<file path="src/rtl/keep_one_in_n_rate_ctrl.sv">
// Rate-change sequencer for the keep-one-in-N decimator: defers N updates to packet boundaries.
// Optional forced-apply timeout and sticky err output: define RATE_CTRL_TIMEOUT_EN.
module keep_one_in_n_rate_ctrl #(
  parameter int WIDTH        = 32,
  parameter int MAX_N        = 65535,
  parameter int DEFAULT_N    = 1,
  parameter int DRAIN_CYCLES = 2,
  parameter int HOLD_CYCLES  = 2,
  parameter int TIMEOUT      = 4096,
  localparam int NW          = $clog2(MAX_N + 1)
) (
  input  logic             clk,
  input  logic             reset,
  input  logic             cfg_valid,
  input  logic [NW-1:0]    cfg_n,
  output logic [NW-1:0]    n,
  output logic             dec_clear,
  output logic             busy,
  output logic [15:0]      upd_count,
`ifdef RATE_CTRL_TIMEOUT_EN
  output logic             err,
`endif
  input  logic [WIDTH-1:0] i_tdata,
  input  logic             i_tlast,
  input  logic             i_tvalid,
  output logic             i_tready,
  output logic [WIDTH-1:0] o_tdata,
  output logic             o_tlast,
  output logic             o_tvalid,
  input  logic             o_tready
);

  localparam logic [NW-1:0] MAX_N_W     = NW'(MAX_N);
  localparam logic [NW-1:0] DEFAULT_N_W = NW'(DEFAULT_N);
  localparam int            CMAX        = (DRAIN_CYCLES > HOLD_CYCLES) ? DRAIN_CYCLES : HOLD_CYCLES;
  localparam int            CW          = $clog2(CMAX + 1);

  typedef enum logic [2:0] {
    S_IDLE,
    S_PENDING,
    S_DRAIN,
    S_APPLY,
    S_HOLD
  } state_t;

  state_t          r_state;
  logic            r_in_pkt;
  logic            r_pend;
  logic [NW-1:0]   r_pend_n;
  logic [NW-1:0]   r_n;
  logic            r_dec_clear;
  logic [15:0]     r_upd_count;
  logic [CW-1:0]   r_cnt;

  logic            w_gate;
  logic            w_accept;
  logic [NW-1:0]   w_cfg_n_clamped;
  logic            w_req;
  logic            w_pend_any;
  logic            w_boundary;
  logic [NW-1:0]   w_apply_n;

  assign w_gate   = (r_state == S_DRAIN) || (r_state == S_APPLY) || (r_state == S_HOLD);
  assign o_tdata  = i_tdata;
  assign o_tlast  = i_tlast;
  assign o_tvalid = i_tvalid & ~w_gate;
  assign i_tready = o_tready & ~w_gate;
  assign w_accept = i_tvalid & o_tready & ~w_gate;

  assign w_cfg_n_clamped = (cfg_n > MAX_N_W) ? MAX_N_W : cfg_n;
  // A request matching the live N with nothing queued is a no-op.
  assign w_req      = cfg_valid & ~(~r_pend & (w_cfg_n_clamped == r_n));
  assign w_pend_any = r_pend | w_req;
  // A beat accepted this cycle decides the boundary; otherwise the tracked packet state does.
  assign w_boundary = w_accept ? i_tlast : ~r_in_pkt;
  // Fold in a request landing on the last drain cycle so it is not lost when pend clears.
  assign w_apply_n  = w_req ? w_cfg_n_clamped : r_pend_n;

  assign n         = r_n;
  assign dec_clear = r_dec_clear;
  assign upd_count = r_upd_count;
  assign busy      = r_pend | (r_state != S_IDLE);

`ifdef RATE_CTRL_TIMEOUT_EN
  logic [15:0] r_timer;
  logic        r_err;
  assign err = r_err;
`else
  logic w_unused_timeout;
  assign w_unused_timeout = (TIMEOUT != 0);
`endif

  // NOTE: all state below uses non-blocking assignments so every register samples pre-edge values.
  always_ff @(posedge clk) begin
    if (reset) begin
      r_state     <= S_IDLE;
      r_in_pkt    <= 1'b0;
      r_pend      <= 1'b0;
      r_pend_n    <= DEFAULT_N_W;
      r_n         <= DEFAULT_N_W;
      r_dec_clear <= 1'b0;
      r_upd_count <= 16'd0;
      r_cnt       <= '0;
`ifdef RATE_CTRL_TIMEOUT_EN
      r_timer     <= 16'd0;
      r_err       <= 1'b0;
`endif
    end else begin
      r_dec_clear <= 1'b0;

      if (w_accept) r_in_pkt <= ~i_tlast;

      if (w_req) begin
        r_pend   <= 1'b1;
        r_pend_n <= w_cfg_n_clamped;
      end else if (r_state == S_APPLY) begin
        r_pend <= 1'b0;
      end

      case (r_state)
        S_IDLE: begin
          if (w_pend_any) begin
            if (w_boundary) begin
              r_state <= S_DRAIN;
              r_cnt   <= '0;
            end else begin
              r_state <= S_PENDING;
`ifdef RATE_CTRL_TIMEOUT_EN
              r_timer <= 16'd0;
`endif
            end
          end
        end
        S_PENDING: begin
          if (w_accept && i_tlast) begin
            r_state <= S_DRAIN;
            r_cnt   <= '0;
          end
`ifdef RATE_CTRL_TIMEOUT_EN
          else if (r_timer == 16'(TIMEOUT - 1)) begin
            r_state <= S_DRAIN;
            r_cnt   <= '0;
            r_err   <= 1'b1;
          end else begin
            r_timer <= r_timer + 16'd1;
          end
`endif
        end
        S_DRAIN: begin
          if (r_cnt == CW'(DRAIN_CYCLES - 1)) begin
            r_state     <= S_APPLY;
            r_n         <= w_apply_n;
            r_dec_clear <= 1'b1;
            r_upd_count <= r_upd_count + 16'd1;
          end else begin
            r_cnt <= r_cnt + CW'(1);
          end
        end
        S_APPLY: begin
          r_state <= S_HOLD;
          r_cnt   <= '0;
        end
        S_HOLD: begin
          if (r_cnt == CW'(HOLD_CYCLES - 1)) r_state <= S_IDLE;
          else                               r_cnt   <= r_cnt + CW'(1);
        end
        default: r_state <= S_IDLE;
      endcase
    end
  end

endmodule

</file>
<file path="config.mk">
export PLATFORM = sky130hd
export DESIGN_NAME = keep_one_in_n_rate_ctrl
export DESIGN_NICKNAME = d
export VERILOG_FILES = /design/src/rtl/keep_one_in_n_rate_ctrl.sv
export SDC_FILE = /design/constraint.sdc
export NUM_CORES = 1
export LEC_CHECK = 0
export ABC_CLOCK_PERIOD_IN_PS = 4740
export CAP_MARGIN = 30
export CORE_MARGIN = 4
export CORE_UTILIZATION = 45
export CTS_CLUSTER_DIAMETER = 40
export DETAILED_ROUTE_END_ITERATION = 16
export PLACE_DENSITY = 0.84
export SYNTH_ARGS = -nofsm -noshare
export SYNTH_HDL_FRONTEND = slang
export SYNTH_SLANG_ARGS = --single-unit
</file>
<file path="constraint.sdc">
create_clock -name clk -period 4.74 [get_ports clk]
set_input_delay 0.474 -clock clk [delete_from_list [all_inputs] [get_ports clk]]
set_output_delay 0.474 -clock clk [all_outputs]
set_load 0.01 [all_outputs]
</file>
# Word-level counts from Yosys, hierarchy flattened
# Index checks and enable logic that the tools add are counted.
# W data, S select, Z words.
# classes
add_sub_neg	2
n_lt_le_gt_ge	1
eq_ne	12
muxes	17
bitwise	14
n_reduce_logical	12
# op_table
operator	count
$mux W16	2
$add A16 B1 Y16 const B	1
$eq A16 B16 Y1	1
$gt A16 B16 Y1 const B	1
$pmux W3 S5	1
$mux W3	4
$mux W2	5
$ne A2 B2 Y1 const B	4
$pmux W2 S4	1
$and A1 B1 Y1	6
$eq A3 B2 Y1 const B	2
$not A1 Y1	6
$reduce_and A5 Y1	1
$mux W1	4
$ne A2 B1 Y1 const B	2
$reduce_and A4 Y1	1
$reduce_bool A4 Y1	1
$reduce_or A2 Y1	2
$eq A3 B1 Y1 const B	1
$eq A3 B3 Y1 const B	1
$logic_not A3 Y1	1
$reduce_bool A3 Y1	1
$add A2 B1 Y2 const B	1
$eq A2 B1 Y1 const B	1
other kinds (5)	7
# totals
reg_bits	56
input_bits	54
out_inout_bits	69

# Depth between registers and ports, before layout
# Gate-level depths: netlist of run 1.
# depth
word_depth	9
mapped_depth	8
depth_no_buf	8

# Worst setup path before layout of run 1
# Ideal clock, no wire load.
# synth_path
kind	input-to-reg
startpoint	input port cfg_n[1]
endpoint	register r_n[3] (netlist: n[3])
setup_time_ns	0.138
arrival_ns	1.907
slack_ns	2.695
stages	7
path_cell_list	xor2_1 nor4_1 nand3_1 o41ai_4 buf_6 mux2i_1 a211oi_1
# synth_via
elab_chain_len	7
# synth_rtl
element	line	source
start, declared	15	input logic [NW-1:0] cfg_n,
$gt A16 B16 Y1	70	assign w_cfg_n_clamped = (cfg_n > MAX_N_W) ? MAX_N_W : cfg_n;
$mux W16 *	70	
$eq A16 B16 Y1	72	assign w_req = cfg_valid & ~(~r_pend & (w_cfg_n_clamped == r_n));
$and A1 B1 Y1	72	
$not A1 Y1	72	
$and A1 B1 Y1	72	
$mux W16 *	-	
end signal, assigned	152	r_n <= w_apply_n;
end, declared	50	logic [NW-1:0] r_n;
# Mark *: on every way between the ends. The rest lies on a longest branch, timed or not.
# A chain may end at the register's enable or synchronous reset.

# Final worst setup path of run 1
# Same ends and word-level chain as after synthesis.

==> impl_metrics.yaml, run 1 <==
setup_path:
  cp.arrival_ps: 3080
  crit_family: "buffers and inverters"
  crit_path_top_delay_cell: "o41ai_4"
  slowest_delay_ps: 590
  path_max_fanout: 15
  path_buf_inv: 2
  critPathRequiredTime_ps: 4880
  crit_type: "input port to register"
  crit_chain: "clkdlybuf4s50_1 > xor2_1 > nor4_1 > nand3_1 > o41ai_4 > buf_4 > mux2i_1 > a211oi_1"
  regToRegSetupSlack_ps: 2070
  cp-start-kind: "input port"
  endpoint_kind: "register"
  crit_start: "cfg_n[1]"
  reg2reg_from: "n[1]"
cells_and_area:
  layout-area-overhead-vs-synth_pct: 17.0
  layout_common_cells: "clkdlybuf4s50_1, dfxtp_1, nor2_1"
  fin_nets: 376
  diodes: 0
  final_common_cell: "clkdlybuf4s50_1"
  n_fill_cell: 496
  drive_above_1_share: 0.0438
routing:
  routed.top_layer: "met4"
  drc: 0
  drt_iter0_markers: 87
  ant_nets: 0
  met3WireLength_um: 356
  met2_wirelength_um: 2550
  vias: 2013
  wl_per_cell_um: 13.8
  wl_met1_um: 2450
  drtPass1Iterations: 4
  vias_per_cell: 5.14
  routed_wl_um: 5400
floorplan:
  ios: 123
  die_w_um: 85.2
  dieArea_um2: 7260
  start_util: 0.475
  rows: 27
  core_um2: 5640
  die_h_um: 85.2
logic_synthesis:
  avgSynthCellArea_um2: 8.91
  synth_edf_count: 0
  synth_top_family_by_area: "simple AND/OR/NAND/NOR gates"
  yosys_warnings: 0
  syn_nets: 357
  synth_compound_area_frac: 0.105
  syn_inst: 301
  synth-seq-area-share: 0.418
  synthAdderAreaFrac: 0.00933
  synth.cell_area_um2: 2680
  synth-simple-area-share: 0.171
  synthXorXnorAreaFrac: 0.0979
  yosys.cell_types.count: 35
  synthFlopType: "dfxtp_1"
  synth-async-reset-ratio: 0
  synth.mux.area_fraction: 0.0718
  ys_ff_latch: 56
clock_network:
  cts-hold-fix-buffers: 0
  cts_setup_buffers: 0
  cts_buffers: 5
  clk_pin_slew_ps: 100
  cts_max_level: 2
  cts.sinks: 56
  clock_path_buffers: 2
  cts_tree: "yes"
  cts-root-buf: "clkbuf_8"
  clock_latency_ps: 300
  cts_resized: 0
global_route:
  grt_max_degree: 61
  gr-usage-all-layers: 0.152
  antenna_found_initial: 0
  grt-ovfl-total: 0
  grt_pass1_wl_um: 9160
  grt_pass1_vias: 1958
timing:
  slew_violations: 0
  worst_slew_pin_slew_ps: 868
  max_freq_ghz: 0.341
  clock_skew_ps: 9.01
  setup_ws_ps: 1810
  hold_viol_final: 0
  period_needed_ps: 2930
  relSlewSlack: 0.421
  rsz0062_at_grt: "false"
  fin_crit_sh: 0.619
  setup_viol: 0
  setup_tns_ps: 0
place:
  gp_congestion: 0.844
  portBuffers: 58
  hpwl_um: 3790
  dp_slack_ps: 1500
pwr:
  power_density_nw_per_um2: 327
  ir_worst_vdd_mv: 0.205
  p_seq_frac: 0.520
  p_sw_uw: 298
  p_int_uw: 729
  leakage_uw: 0.00118
  p_clk_frac: 0.249
  combPwrFrac: 0.231
  swShare: 0.290
min_path:
  min_from: "reset"
  hold_path_class: "input port to register"
run_status:
  status: "finished, final reports clean"
run:
  cap_violations: 0
-- cell usage after synthesis (7+ instances only) --
library cell	n	share of area
xnor2_1	7	0.023
nand2_1	14	0.020
xor2_1	23	0.075
nor2_1	55	0.077
nand3_1	8	0.015
mux2i_1	17	0.063
clkbuf_1	12	0.017
dfxtp_1	56	0.42
a211oi_1	17	0.048
nor3_1	7	0.013
buf_4	33	0.092
a21oi_1	9	0.017
-- cell type report --
| class | count | area, um^2 | share of cell area |
|---|---|---|---|
| Sequential cell | 56 | 1120 | 0.357 |
| Tap cell | 72 | 90.1 | 0.0287 |
| Clock buffer | 6 | 72.6 | 0.0231 |
| Inverter | 6 | 22.5 | 0.00718 |
| Clock inverter | 1 | 8.76 | 0.00279 |
| Multi-Input combinational cell | 191 | 1220 | 0.389 |
| Timing Repair Buffer | 60 | 603 | 0.192 |
-- path summary, 6_finish.rpt --
kind / to / cells past startpoint
max reg2reg: n[3] / 7
min reg2reg: r_pend_n[0] / 1
max: n[3] / 8
min: dec_clear / 2
-- layer usage --
| metal | track usage | vias up |
|---|---|---|
| li1 | - | 1014 |
| met1 | 0.194 | 930 |
| met2 | 0.243 | 61 |
| met3 | 0.0485 | 8 |
| met4 | 0.0460 | 0 |
| met5 | 0 | - |
-- flip-flops by register name, summed over array words and instances (netlist names) --
register / cells
dec_clear: 1
n: 16
r_cnt: 2
r_in_pkt: 1
r_pend: 1
r_pend_n: 16
r_state: 3
upd_count: 16
-- cells by family (layout without fill, tap and decap cells) --
logic type	after synthesis	count (layout)
buffers and inverters	54	73
XOR/XNOR	30	30
AO/OA/AOI/OAI	38	38
flip-flops	56	56
multiplexers	19	19
adder cells (fa/ha/maj)	2	2
AND/OR/NAND/NOR	102	102
-- per-stage QoR --
stage	hold WS [ps]	power, uW	cells	util	instance area [um^2]
detailed placement	451	780	384	0.538	3040
floorplan	436	716	301	-	2680
CTS	475	1030	391	0.553	3120
global route	406	1090	392	0.556	3140
global placement	443	771	384	0.538	3040
finish	408	1030	392	0.556	3140
-- power by group through the flow --
stage	Clock (uW)	Combinational, uW	Sequential, uW
2_1_floorplan	0	177	539
3_3_place_gp	0	228	543
3_5_place_dp	0	236	544
4_1_cts	261	238	534
5_1_grt	284	264	539
6_report	255	237	534
Power figures use the tool's default switching activity.
==> inputs of run 2 (changes only) <==
- ABC_CLOCK_PERIOD_IN_PS: 4740 -> 2680
- CORE_UTILIZATION: 45 -> 37
- PLACE_DENSITY: 0.84 -> 0.74
- clock period: 4.74 -> 2.68 ns (I/O delays scaled with it)
==> run 2 against run 1 <==
Net effect:
- largest power group unchanged
- largest cell class unchanged
- clock power grew 84%
- clock skew shrank 3.7 ps
- sequential cell count is the same
- setup slack lost 1400 ps
- highest routed layer unchanged
- critical path type unchanged
==> impl_metrics.yaml, run 2 (synthesis gave the netlist of run 1 again) <==
place:
  dp_slack_ps: 94.6
  gp_congestion: 0.720
  hpwl_um: 3910
  portBuffers: 58
  placed_area_um2: 3110
timing:
  setup_ws_ps: 434
  slew_violations: 0
  relSlewSlack: 0.606
  setup_tns_ps: 0
  hold_viol_final: 0
  worst_slew_pin_slew_ps: 592
  rsz0062_at_grt: "false"
  fin_crit_sh: 0.838
  max_freq_ghz: 0.445
  period_needed_ps: 2250
  setup_viol: 0
  clock_skew_ps: 5.32
setup_path:
  critPathRequiredTime_ps: 2850
  cp.arrival_ps: 2410
  cp-start-kind: "input port"
  path_max_fanout: 11
  endpoint_kind: "register"
  crit_start: "cfg_n[13]"
  crit_type: "input port to register"
  reg2reg_from: "n[13]"
routing:
  wl_per_cell_um: 12.6
  ant_nets: 0
  drc: 0
  drtPass1Iterations: 4
  routed_wl_um: 5270
  drt_iter0_markers: 38
  vias: 1974
  vias_per_cell: 4.71
clock_network:
  cts_max_level: 2
  cts_buffers: 5
  cts-root-buf: "clkbuf_8"
  clock_latency_ps: 310
  cts_tree: "yes"
  clock_path_buffers: 2
  cts_setup_buffers: 0
  clk_pin_slew_ps: 90
  cts_resized: 0
  cts-hold-fix-buffers: 0
  cts.sinks: 56
cells_and_area:
  layout_common_cells: "clkdlybuf4s50_1, dfxtp_1, nor2_1"
  fin_area_um2: 3200
  multi_input_area_um2: 1220
  layout-area-overhead-vs-synth_pct: 19.3
  ff_latch_area_um2: 1120
  drive_above_1_share: 0.0557
  final_common_cell: "clkdlybuf4s50_1"
  diodes: 0
  fin_nets: 379
  n_fill_cell: 686
global_route:
  grt_max_degree: 35
  antenna_found_initial: 0
  gr-usage-all-layers: 0.124
  grt-ovfl-total: 0
  grt_pass1_vias: 1894
  grt_pass1_wl_um: 8760
floorplan:
  dieArea_um2: 8680
  ios: 123
  core_um2: 6910
  die_h_um: 93.2
  start_util: 0.388
  die_w_um: 93.2
  rows: 30
pwr:
  power_density_nw_per_um2: 572
  ir_worst_vdd_mv: 0.208
  leakage_uw: 0.00121
min_path:
  min_from: "reset"
  hold_path_class: "input port to register"
run_status:
  status: "finished, final reports clean"
run:
  cap_violations: 0
run 2: path summary, 6_finish.rpt:
kind                                      to  slack, ps  depth (start not counted)
worst max-delay path                    n[8]        430                          8
worst min register to register   r_pend_n[0]        470                          1
worst min-delay path            r_pend_n[12]        450                          2
worst max register to register          n[8]        490                          7
run 2: critical path, cell delays in order:
cell and delay [ps]:
clkdlybuf4s50_1 430, xor2_1 150, nor4_1 390, nand3_1 180, o41ai_4 310, buf_4 310, mux2i_1 260, a211oi_1 110
run 2: per-layer routing:
layer | track usage | vias up | part of all wire
met3 | 0.0483 | 9 | 0.073
met4 | 0.0452 | 0 | 0.014
met2 | 0.201 | 48 | 0.46
met1 | 0.148 | 888 | 0.45
li1 | - | 1029 | -
met5 | 0 | - | 0
run 2: metrics by stage:
stage,std cells,total power [uW],utilization,hold WS (ps)
6_report,419,1830,0.463,446
5_1_grt,419,1940,0.463,470
4_1_cts,419,1860,0.463,439
3_5_place_dp,412,1390,0.450,455
3_3_place_gp,412,1370,0.450,448
2_1_floorplan,301,1270,-,432
run 2: report_power, final:
group / leakage [uW] / internal, uW / switching, uW
combinational: 0.000703 / 219 / 200
clock: 0.0000473 / 207 / 261
sequential: 0.000456 / 889 / 53.9
run 2: area by class of cell:
class                   instances  area share
multi-input cells             191       0.381
clock buffers                   6      0.0258
inverters                       6     0.00704
repair buffers                 63       0.195
flip-flops and latches         56       0.350
clock inverters                 1     0.00274
well taps                      96      0.0375
==> inputs of run 3 (changes only) <==
- ABC_CLOCK_PERIOD_IN_PS: 2680 -> 2200
- CORE_UTILIZATION: 37 -> 41
- PLACE_DENSITY: 0.74 -> 0.78
- clock period: 2.68 -> 2.2 ns (I/O delays scaled with it)
==> run 3 against run 2 <==
Net effect:
- wire length up 2.9%
- global-route usage up 1.4 points
- clock-buffer cell count unchanged
- sequential share of layout area down 0.33 points
- final cell count down 3.3%
- clock power up 23%
==> impl_metrics.yaml, run 3 (synthesis gave the netlist of run 1 again) <==
run_status:
  status: "finished, final reports clean"
cells_and_area:
  drive_above_1_share: 0.0762
  fin_nets: 384
  diodes: 0
  n_fill_cell: 589
  ff_latch_area_um2: 1120
  multi_input_area_um2: 1230
  layout_common_cells: "clkdlybuf4s50_1, dfxtp_1, nor2_1"
  post-route-util: 0.509
  layout-area-overhead-vs-synth_pct: 20.4
  final_common_cell: "clkdlybuf4s50_1"
  fin_cells: 405
routing:
  drc: 0
  wl_per_cell_um: 13.4
  routed_wl_um: 5420
  drt_iter0_markers: 57
  vias_per_cell: 4.93
  drtPass1Iterations: 4
  vias: 1998
  ant_nets: 0
min_path:
  min_from: "reset"
  min_path_cells: 2
  hold_path_class: "input port to register"
  whs_endpoint: "r_pend_n[12]"
setup_path:
  path_buf_inv: 3
  crit_chain: "clkdlybuf4s50_1 > xor2_1 > nor4_2 > nand3_1 > o41ai_4 > buf_4 > buf_12 > mux2i_1 > a211oi_1"
  path_max_fanout: 5
  reg2reg_from: "n[13]"
  crit_path_top_delay_cell: "clkdlybuf4s50_1"
  critPathRequiredTime_ps: 2360
  regToRegSetupSlack_ps: 150
  crit_type: "input port to register"
  r2r-end: "n[11]"
  slowest_delay_ps: 430
  crit_family: "buffers and inverters"
  reg2reg_depth: 8
  cp-start-kind: "input port"
  cp.arrival_ps: 2210
  endpoint_kind: "register"
place:
  portBuffers: 58
  dp.cells: 398
  hpwl_um: 3930
  gp_congestion: 0.767
floorplan:
  rows: 29
  die_w_um: 88.9
  start_util: 0.422
  ios: 123
  dieArea_um2: 7900
  die_h_um: 88.9
  core_um2: 6350
timing:
  setup_viol: 0
  period_needed_ps: 2050
  fin_crit_sh: 0.931
  slew_violations: 0
  max_freq_ghz: 0.488
  hold_viol_final: 0
  rsz0062_at_grt: "false"
  clock_skew_ps: 9.05
  relSlewSlack: 0.556
  worst_slew_pin_slew_ps: 666
global_route:
  grt-ovfl-total: 0
  gr-usage-all-layers: 0.138
  grt_pass1_wl_um: 8640
  grt_max_degree: 39
  grt_pass1_vias: 1901
  antenna_found_initial: 0
clock_network:
  cts-hold-fix-buffers: 0
  cts.sinks: 56
  clock_latency_ps: 300
  cts_buffers: 5
  cts_tree: "yes"
  clock_path_buffers: 2
  cts_max_level: 2
  clk_pin_slew_ps: 100
  cts-root-buf: "clkbuf_8"
run:
  cap_violations: 0
pwr:
  power_density_nw_per_um2: 698
  leakage_uw: 0.00123
  ir_worst_vdd_mv: 0.348
[run 3: changes by cell type in the layout (fill, tap and decap cells not counted)]
cell / delta
nor4_2: +2
nor4_1: -2
buf_4: +4
buf_6: +1
[run 3: routing by layer]
layer / track usage / wire (um) / share of wire
met1: 0.169 / 2430 / 0.45
met2: 0.227 / 2560 / 0.47
met3: 0.0466 / 361 / 0.067
met4: 0.0412 / 67 / 0.012
met5: 0 / 0 / 0
[run 3: how the worst max path moves through the flow]
stage / from / endpoint / slack [ps] / cells after the start
finish: cfg_n[13] / n[11] / 150 / 9
global route: n[13] / n[10] / 30 / 7
CTS: n[13] / n[10] / 70 / 7
detailed placement: cfg_n[13] / n[10] / -250 / 8
global placement: cfg_n[13] / n[9] / -200 / 8
floorplan: n[1] / n[3] / 260 / 7
[run 3: area by class of cell]
cell class	instances	share of cell area
clock buffer	6	0.0256
clock inverter	1	0.00271
inverter	6	0.00697
multi-input combinational	191	0.381
sequential	56	0.347
tap	77	0.0298
timing repair buffer	68	0.206
[run 3: metrics by stage]
step	power (uW)	hold slack (ps)	setup TNS (ps)	area [um^2]	worst slack, ps
after floorplan	1540	384	0	2680	257
after global placement	1680	440	-5670	3120	-197
after detailed placement	1700	440	-6350	3120	-251
after CTS	2280	419	0	3210	69.2
after global routing	2380	440	0	3230	28.3
final	2260	429	0	3230	152
[run 3: timing repair]
item	in CTS	in global routing
resized for setup	0	3
setup buffers	0	0
setup endpoints to repair	0	19
[run 3: power breakdown]
group / switching [uW] / leakage, uW / internal [uW]
Clock: 322 / 0.0000473 / 252
Sequential: 53.7 / 0.000456 / 1080
Combinational: 266 / 0.000729 / 279
